$ cat src/rtl/hazard_ctrl_pkg.sv
// -----------------------------------------------------------------------------
// hazard_ctrl_pkg
// Shared control typedefs for the RV32I pipeline hazard controller.
//   HazardState : controller FSM states (RUN, MEM_WAIT, FLUSH)
//   FWD_*       : execute-operand forwarding select encodings
//   fwd_select  : forwarding priority helper (memory beats writeback, x0 never)
// -----------------------------------------------------------------------------
package hazard_ctrl_pkg;

    typedef enum logic [1:0] {
        RUN      = 2'd0,
        MEM_WAIT = 2'd1,
        FLUSH    = 2'd2
    } HazardState;

    localparam logic [1:0] FWD_REG = 2'b00;
    localparam logic [1:0] FWD_WB  = 2'b01;
    localparam logic [1:0] FWD_MEM = 2'b10;

    // Forward select from pre-computed per-stage match flags; the match flags
    // already include the write-enable and the x0 exclusion.
    function automatic logic [1:0] fwd_select(input logic mem_hit, input logic wb_hit);
        logic [1:0] sel;
        if (mem_hit) begin
            sel = FWD_MEM;
        end else if (wb_hit) begin
            sel = FWD_WB;
        end else begin
            sel = FWD_REG;
        end
        return sel;
    endfunction

endpackage

$ cat src/rtl/hazard_ctrl_fwd_unit.sv
// -----------------------------------------------------------------------------
// hazard_ctrl_fwd_unit
// Purely combinational operand forwarding for the execute stage.
// Ports:
//   i_rs1_e, i_rs2_e          execute-stage source registers
//   i_rd_m, i_reg_write_m     memory-stage destination / write enable
//   i_rd_w, i_reg_write_w     writeback-stage destination / write enable
//   o_fwd_a, o_fwd_b          operand A/B source select (FWD_REG/WB/MEM)
// -----------------------------------------------------------------------------
module hazard_ctrl_fwd_unit
    import hazard_ctrl_pkg::*;
#(
    parameter int REG_ADDR_W = 5
) (
    input  logic [REG_ADDR_W-1:0] i_rs1_e,
    input  logic [REG_ADDR_W-1:0] i_rs2_e,
    input  logic [REG_ADDR_W-1:0] i_rd_m,
    input  logic                  i_reg_write_m,
    input  logic [REG_ADDR_W-1:0] i_rd_w,
    input  logic                  i_reg_write_w,
    output logic [1:0]            o_fwd_a,
    output logic [1:0]            o_fwd_b
);

    logic w_m_valid;
    logic w_w_valid;

    // A stage can only forward when it writes a real register (never x0).
    assign w_m_valid = i_reg_write_m && (i_rd_m != {REG_ADDR_W{1'b0}});
    assign w_w_valid = i_reg_write_w && (i_rd_w != {REG_ADDR_W{1'b0}});

    // Operand source selection with memory-stage priority.
    always_comb begin
        o_fwd_a = FWD_REG;
        o_fwd_b = FWD_REG;
        o_fwd_a = fwd_select(w_m_valid && (i_rd_m == i_rs1_e),
                             w_w_valid && (i_rd_w == i_rs1_e));
        o_fwd_b = fwd_select(w_m_valid && (i_rd_m == i_rs2_e),
                             w_w_valid && (i_rd_w == i_rs2_e));
    end

endmodule

$ cat src/rtl/hazard_ctrl.sv
// -----------------------------------------------------------------------------
// hazard_ctrl
// Pipeline hazard controller for the 5-stage RV32I core. Produces stall, flush,
// PC-redirect and forwarding selects, and sequences the multi-cycle redirect
// flush penalty and data-memory wait.
// Optional build macro: HAZARD_PERF_CNT_EN adds saturating performance counters
//   oStallCycles / oFlushCycles / oRedirects.
// Ports:
//   iClk, iRstN                   clock, asynchronous active-low reset
//   iRs1D/iRs2D, iUseRs1D/2D      decode-stage sources and usage
//   iRdE, iRegWriteE, iIsLoadE    execute-stage destination info
//   iRs1E, iRs2E                  execute-stage sources (forwarding)
//   iRdM, iRegWriteM              memory-stage destination
//   iRdW, iRegWriteW              writeback-stage destination
//   iRedirectE                    taken branch / jump resolved in execute
//   iMemBusy                      data memory not ready
//   oStallF/D/E/M                 hold PC / F-D / D-E / E-M registers
//   oFlushD, oFlushE              clear F-D / D-E registers
//   oPcRedirect                   select branch/jump target
//   oFwdA, oFwdB                  execute operand source selects
//   oState                        current FSM state (debug)
// -----------------------------------------------------------------------------
module hazard_ctrl
    import hazard_ctrl_pkg::*;
#(
    parameter int REDIRECT_PENALTY = 2,
    parameter int REG_ADDR_W       = 5,
    parameter int PERF_W           = 32
) (
    input  logic                  iClk,
    input  logic                  iRstN,
    input  logic [REG_ADDR_W-1:0] iRs1D,
    input  logic [REG_ADDR_W-1:0] iRs2D,
    input  logic                  iUseRs1D,
    input  logic                  iUseRs2D,
    input  logic [REG_ADDR_W-1:0] iRdE,
    input  logic                  iRegWriteE,
    input  logic                  iIsLoadE,
    input  logic [REG_ADDR_W-1:0] iRs1E,
    input  logic [REG_ADDR_W-1:0] iRs2E,
    input  logic [REG_ADDR_W-1:0] iRdM,
    input  logic                  iRegWriteM,
    input  logic [REG_ADDR_W-1:0] iRdW,
    input  logic                  iRegWriteW,
    input  logic                  iRedirectE,
    input  logic                  iMemBusy,
    output logic                  oStallF,
    output logic                  oStallD,
    output logic                  oStallE,
    output logic                  oStallM,
    output logic                  oFlushD,
    output logic                  oFlushE,
    output logic                  oPcRedirect,
    output logic [1:0]            oFwdA,
    output logic [1:0]            oFwdB,
    output logic [1:0]            oState
`ifdef HAZARD_PERF_CNT_EN
    ,
    output logic [PERF_W-1:0]     oStallCycles,
    output logic [PERF_W-1:0]     oFlushCycles,
    output logic [PERF_W-1:0]     oRedirects
`endif
);

    // Penalty counter value loaded on a redirect; the redirect cycle itself
    // counts as the first bubble, so FLUSH covers the remaining ones.
    localparam logic [1:0] LP_CNT_RELOAD = 2'(REDIRECT_PENALTY - 1);

    HazardState r_state;
    HazardState w_state_nxt;
    logic [1:0] r_cnt;
    logic [1:0] w_cnt_nxt;
    logic       r_pend;
    logic       w_pend_nxt;

    logic       w_lu;
    logic       w_stall_f;
    logic       w_stall_d;
    logic       w_stall_e;
    logic       w_stall_m;
    logic       w_flush_d;
    logic       w_flush_e;
    logic       w_pc_redirect;
    logic [1:0] w_fwd_a;
    logic [1:0] w_fwd_b;

    hazard_ctrl_fwd_unit #(
        .REG_ADDR_W (REG_ADDR_W)
    ) u_fwd_unit (
        .i_rs1_e       (iRs1E),
        .i_rs2_e       (iRs2E),
        .i_rd_m        (iRdM),
        .i_reg_write_m (iRegWriteM),
        .i_rd_w        (iRdW),
        .i_reg_write_w (iRegWriteW),
        .o_fwd_a       (w_fwd_a),
        .o_fwd_b       (w_fwd_b)
    );

    // Load-use: the load's data is not available until after memory, so a
    // dependent instruction in decode must wait one cycle.
    assign w_lu = iIsLoadE && iRegWriteE && (iRdE != {REG_ADDR_W{1'b0}}) &&
                  ((iUseRs1D && (iRs1D == iRdE)) || (iUseRs2D && (iRs2D == iRdE)));

    // FSM state, penalty counter and deferred-redirect flag.
    always_ff @(posedge iClk or negedge iRstN) begin
        if (!iRstN) begin
            r_state <= RUN;
            r_cnt   <= 2'd0;
            r_pend  <= 1'b0;
        end else begin
            r_state <= w_state_nxt;
            r_cnt   <= w_cnt_nxt;
            r_pend  <= w_pend_nxt;
        end
    end

    // Next-state and control output decode. Memory wait always wins; a
    // redirect (live or deferred during a wait) beats both penalty flushing
    // and the load-use bubble.
    always_comb begin
        w_state_nxt   = r_state;
        w_cnt_nxt     = r_cnt;
        w_pend_nxt    = r_pend;
        w_stall_f     = 1'b0;
        w_stall_d     = 1'b0;
        w_stall_e     = 1'b0;
        w_stall_m     = 1'b0;
        w_flush_d     = 1'b0;
        w_flush_e     = 1'b0;
        w_pc_redirect = 1'b0;
        case (r_state)
            RUN, MEM_WAIT: begin
                if (iMemBusy) begin
                    w_stall_f   = 1'b1;
                    w_stall_d   = 1'b1;
                    w_stall_e   = 1'b1;
                    w_stall_m   = 1'b1;
                    w_pend_nxt  = r_pend | iRedirectE;
                    w_state_nxt = MEM_WAIT;
                end else if (iRedirectE || r_pend) begin
                    w_pc_redirect = 1'b1;
                    w_flush_d     = 1'b1;
                    w_flush_e     = 1'b1;
                    w_pend_nxt    = 1'b0;
                    w_cnt_nxt     = LP_CNT_RELOAD;
                    w_state_nxt   = (LP_CNT_RELOAD != 2'd0) ? FLUSH : RUN;
                end else begin
                    w_state_nxt = RUN;
                    if (w_lu) begin
                        w_stall_f = 1'b1;
                        w_stall_d = 1'b1;
                        w_flush_e = 1'b1;
                    end else begin
                        w_flush_e = 1'b0;
                    end
                end
            end
            FLUSH: begin
                if (iMemBusy) begin
                    // Penalty is frozen while memory holds the pipeline.
                    w_stall_f  = 1'b1;
                    w_stall_d  = 1'b1;
                    w_stall_e  = 1'b1;
                    w_stall_m  = 1'b1;
                    w_pend_nxt = r_pend | iRedirectE;
                end else if (iRedirectE || r_pend) begin
                    w_pc_redirect = 1'b1;
                    w_flush_d     = 1'b1;
                    w_flush_e     = 1'b1;
                    w_pend_nxt    = 1'b0;
                    w_cnt_nxt     = LP_CNT_RELOAD;
                    w_state_nxt   = (LP_CNT_RELOAD != 2'd0) ? FLUSH : RUN;
                end else begin
                    w_flush_d = 1'b1;
                    if (r_cnt > 2'd1) begin
                        w_cnt_nxt = r_cnt - 2'd1;
                    end else begin
                        w_cnt_nxt   = 2'd0;
                        w_state_nxt = RUN;
                    end
                end
            end
            default: begin
                w_state_nxt = RUN;
                w_cnt_nxt   = 2'd0;
                w_pend_nxt  = 1'b0;
            end
        endcase
    end

    // Outputs are forced inactive while reset is asserted, regardless of
    // what the upstream stages are presenting.
    assign oStallF     = w_stall_f & iRstN;
    assign oStallD     = w_stall_d & iRstN;
    assign oStallE     = w_stall_e & iRstN;
    assign oStallM     = w_stall_m & iRstN;
    assign oFlushD     = w_flush_d & iRstN;
    assign oFlushE     = w_flush_e & iRstN;
    assign oPcRedirect = w_pc_redirect & iRstN;
    assign oFwdA       = iRstN ? w_fwd_a : FWD_REG;
    assign oFwdB       = iRstN ? w_fwd_b : FWD_REG;
    assign oState      = r_state;

`ifdef HAZARD_PERF_CNT_EN
    localparam logic [PERF_W-1:0] LP_PERF_ONE = {{(PERF_W-1){1'b0}}, 1'b1};
    localparam logic [PERF_W-1:0] LP_PERF_MAX = {PERF_W{1'b1}};

    logic [PERF_W-1:0] r_stall_cycles;
    logic [PERF_W-1:0] r_flush_cycles;
    logic [PERF_W-1:0] r_redirects;

    function automatic logic [PERF_W-1:0] sat_inc(input logic [PERF_W-1:0] val,
                                                   input logic en);
        logic [PERF_W-1:0] res;
        if (en && (val != LP_PERF_MAX)) begin
            res = val + LP_PERF_ONE;
        end else begin
            res = val;
        end
        return res;
    endfunction

    // Saturating event counters.
    always_ff @(posedge iClk or negedge iRstN) begin
        if (!iRstN) begin
            r_stall_cycles <= {PERF_W{1'b0}};
            r_flush_cycles <= {PERF_W{1'b0}};
            r_redirects    <= {PERF_W{1'b0}};
        end else begin
            r_stall_cycles <= sat_inc(r_stall_cycles, w_stall_f);
            r_flush_cycles <= sat_inc(r_flush_cycles, w_flush_d);
            r_redirects    <= sat_inc(r_redirects, w_pc_redirect);
        end
    end

    assign oStallCycles = r_stall_cycles;
    assign oFlushCycles = r_flush_cycles;
    assign oRedirects   = r_redirects;
`endif

endmodule

$ cat config.mk
export PLATFORM = sky130hd
export DESIGN_NAME = hazard_ctrl
export DESIGN_NICKNAME = d
export VERILOG_FILES = /design/src/rtl/hazard_ctrl_pkg.sv /design/src/rtl/hazard_ctrl_fwd_unit.sv /design/src/rtl/hazard_ctrl.sv
export SDC_FILE = /design/constraint.sdc
export NUM_CORES = 1
export LEC_CHECK = 0
export ABC_AREA = 1
export CAP_MARGIN = 15
export CORE_AREA = 8 8 50 82
export CTS_CLUSTER_SIZE = 25
export DETAILED_ROUTE_END_ITERATION = 10
export DIE_AREA = 0 0 58 90
export HOLD_SLACK_MARGIN = 0.03
export PLACE_DENSITY = 0.67
export SYNTH_ARGS = -nofsm -noshare
export SYNTH_HDL_FRONTEND = slang
export SYNTH_SLANG_ARGS = --single-unit
$ cat constraint.sdc
create_clock -name iClk -period 2.1 [get_ports iClk]
set_clock_uncertainty 0.1 [all_clocks]
set_input_delay 0.315 -clock iClk [delete_from_list [all_inputs] [get_ports iClk]]
set_output_delay 0.315 -clock iClk [all_outputs]
set_load 0.05 [all_outputs]
==> summary.md, run 1 <==
| Metric | Value |
|---|---|
| Status | finished, final reports clean |
| Post-DRT Antenna Nets | 0 |
| Syn nets | 197 |
| Die width | 58 um |
| Post-synthesis async set-or-reset flop share | 100% |
| Routed vias/inst | 4.69 |
| Area Growth Syn to Fin | 107% |
| Cell row count | 27 |
| Fill cell count | 310 |
| GPL Wtd Cong | 0.784 |
| Clock Pin Slew Worst Setup and Hold Paths | 0.03 ns |
| Headroom to the max-slew limit | 64.7% |
| Hold Crit Class | input pin to async pin |
| Area of the multi-input gates | 666 um2 |
| Netlist Area Pre-Place | 851 um2 |
| Power, Total | 0.000702 W |
| Cells after synthesis | 152 |
| Sequential share of the synthesized area | 14.7% |
| Fin crit period | 2.04 ns |
| Placed Area | 1650 um2 |
| H-Tree Depth | 1 |
| DRC errors left | 0 |
| Total grt overflow | 0 |
| Synth cell types | 23 |
| Vias in the first global route | 1238 |
| First-pass GRT wire length | 5470 um |
| First-pass iteration count of the detailed router | 3 |
| Setup bufs post-CTS | 0 |
| Mapped Avg Cell Area | 5.60 um2 |
| Clock buffer depth | 2 |
| Fmax achieved | 0.490 GHz |
| GR Util All Layers | 13.4% |
| Synth area leaders | nand2_1 18%, dfrtp_1 15%, nor2_1 12%, xor2_1 10%, inv_1 8.8% |
| Ys flop type | dfrtp_1 |
| Leading cell type by number of instances after synthesis | nand2_1 |
| Max-cap violations | 0 |
| RSZ-0062 raised after global routing | yes |
| CTS tree | done |
| Final wirelength | 3310 um |
| DR vias | 1173 |
| Reg2reg setup slack | 0.90 ns |
| Post-synth EDFFs | 0 |
| Initial Util | 28.0% |
| Register Area | 128 um2 |
| Slew Viols, Final | 0 |
| Final Cell Area | 1760 um2 |
| Arr. time, crit path | 1.63 ns |
| Post-synth top area share | 18.1% |
| Commonest cells in the synthesized netlist | 41 x nand2_1, 27 x nor2_1, 20 x inv_1 |
| Crit Path Category | input pin to output pin |
| Worst-path maximum fanout | 3 |
| Core footprint | 3040 um2 |
| N_diodes | 0 |
| Die area | 5220 um2 |
| Period Utilization, post-route | 97.1% |
| 1st-iter DRT viols | 5 |
| Clk Latency, worst-skew pair | 0.22 ns |
| Drt wl/cell | 13.2 um |
| Root Driver | clkbuf_8 |
| Worst EP required | 1.68 ns |
| Num CTS Buffers | 3 |
| # port buffers | 57 |
| Nets | 267 |
| Largest net degree at the start of global routing | 6 |
| Final setup fails | 0 |
| IO Pins | 58 |
| Leak | 0.976 nW |
| Hold Vio Cnt, Final | 0 |
| Yosys warns | 0 |
| Number of synthesized register bits | 5 |
| HPWL after DPL | 2980 um |
| Leading area contributor after synthesis | nand2_1 |
| Die Height | 90 um |
| Peak supply drop | 294 uV |
| Clock sinks | 5 |
| PwrDens | 398 nW/um2 |
| Crit end category | output pin |
| Initial antenna violation count | 0 |
| Layout cell share with drive strength beyond 1 | 24.4% |
| CP Launch Type | input pin |
| Worst-Margin Slew | 0.527 ns |
==> layout make-up <==
cell class | instances | area share, %
timing repair buffer | 67 | 44.6
multi-input combinational | 118 | 37.8
sequential | 5 | 7.24
inverter | 27 | 5.75
clock buffer | 4 | 2.56
tap | 29 | 2.06
==> per-stage QoR <==
step	hold WS (ns)	utilization, %	cells	TNS, ns	worst slack [ns]
floorplan	-0.0806	-	152	-0.0192	-0.0192
global placement	0.372	54.3	246	-0.179	-0.0541
detailed placement	0.367	54.3	246	-0.223	-0.0741
CTS	0.374	55.9	250	0	0.00117
global route	0.0720	58.0	250	-0.0288	-0.0169
finish	0.0442	58.0	250	0	0.0599
==> flip-flops by register name (all words and copies together), names as in the netlist <==
signal / count
r_cnt: 2
r_pend: 1
oState: 2
==> cell usage in the layout, fill, tap and decap left out, types with 2 or more instances in the layout <==
master / netlist / routed
inv_1: 20 / 19
dlygate4sd2_1: 0 / 5
nor2_2: 2 / 7
dlymetal6s2s_1: 0 / 15
nand2_2: 3 / 4
xnor2_1: 7 / 7
dfrtp_2: 0 / 2
a21oi_1: 2 / 2
dfrtp_1: 5 / 3
o21ai_0: 3 / 3
xor2_1: 10 / 10
buf_12: 0 / 11
buf_4: 2 / 10
nor3_1: 3 / 2
nand3_1: 9 / 8
inv_2: 7 / 8
nor2_1: 27 / 21
nand2_1: 41 / 40
clkdlybuf4s50_1: 0 / 26
clkbuf_8: 0 / 3
o21ai_1: 3 / 3
==> logic make-up (layout without fill, tap and decap cells) <==
| group | count (synthesis) | after routing | share of synthesized area [%] |
|---|---|---|---|
| xor gates and xnor gates | 17 | 17 | 17.5 |
| buffers and inverters | 29 | 98 | 13.7 |
| AOI/OAI and AO/OA | 13 | 13 | 10.4 |
| and+or+nand+nor | 88 | 88 | 43.7 |
| DFF | 5 | 5 | 14.7 |
==> final timing paths <==
check                            endpoint  cells after the start  startpoint
worst min register to register  oState[0]                      1   oState[1]
worst max-delay path             oFwdA[1]                      6    iRs1E[3]
max in group asynchronous       oState[1]                      2       iRstN
worst min-delay path             r_cnt[1]                      2       iRstN
min in group iClk               oState[0]                      1   oState[1]
worst max register to register   r_cnt[0]                      6   oState[1]
==> power breakdown <==
group / internal [W] / total [W] / switching [W]
clock: 0.000130 / 0.000178 / 0.0000474
sequential: 0.000112 / 0.000122 / 0.0000102
combinational: 0.000191 / 0.000402 / 0.000210
==> routing by layer <==
metal / routed length, um / global-route usage [%] / part of all wire [%]
met2: 1840 / 25.7 / 56
met1: 995 / 10.4 / 30
met4: 112 / 6.38 / 3.4
met5: 0 / 0 / 0
met3: 364 / 6.56 / 11
==> timing repair <==
action,4_1_cts,5_1_grt
setup endpoints to repair,5,7
gates cloned,0,0
hold buffers,0,0
pin swaps,1,11
resized for setup,9,22
==> worst max-delay path, stage by stage <==
cell and delay (ns):
clkdlybuf4s50_1 0.46, xor2_1 0.17, nor3_1 0.18, nand3_1 0.12, nor2_1 0.20, buf_12 0.17
Power figures use the tool's default switching activity.
==> run 2: changes to the inputs <==
Settings changed: CTS_CLUSTER_SIZE 25 to 30.
==> results of run 2 <==
The final DEF is identical to that of run 1; final timing and power are the same.
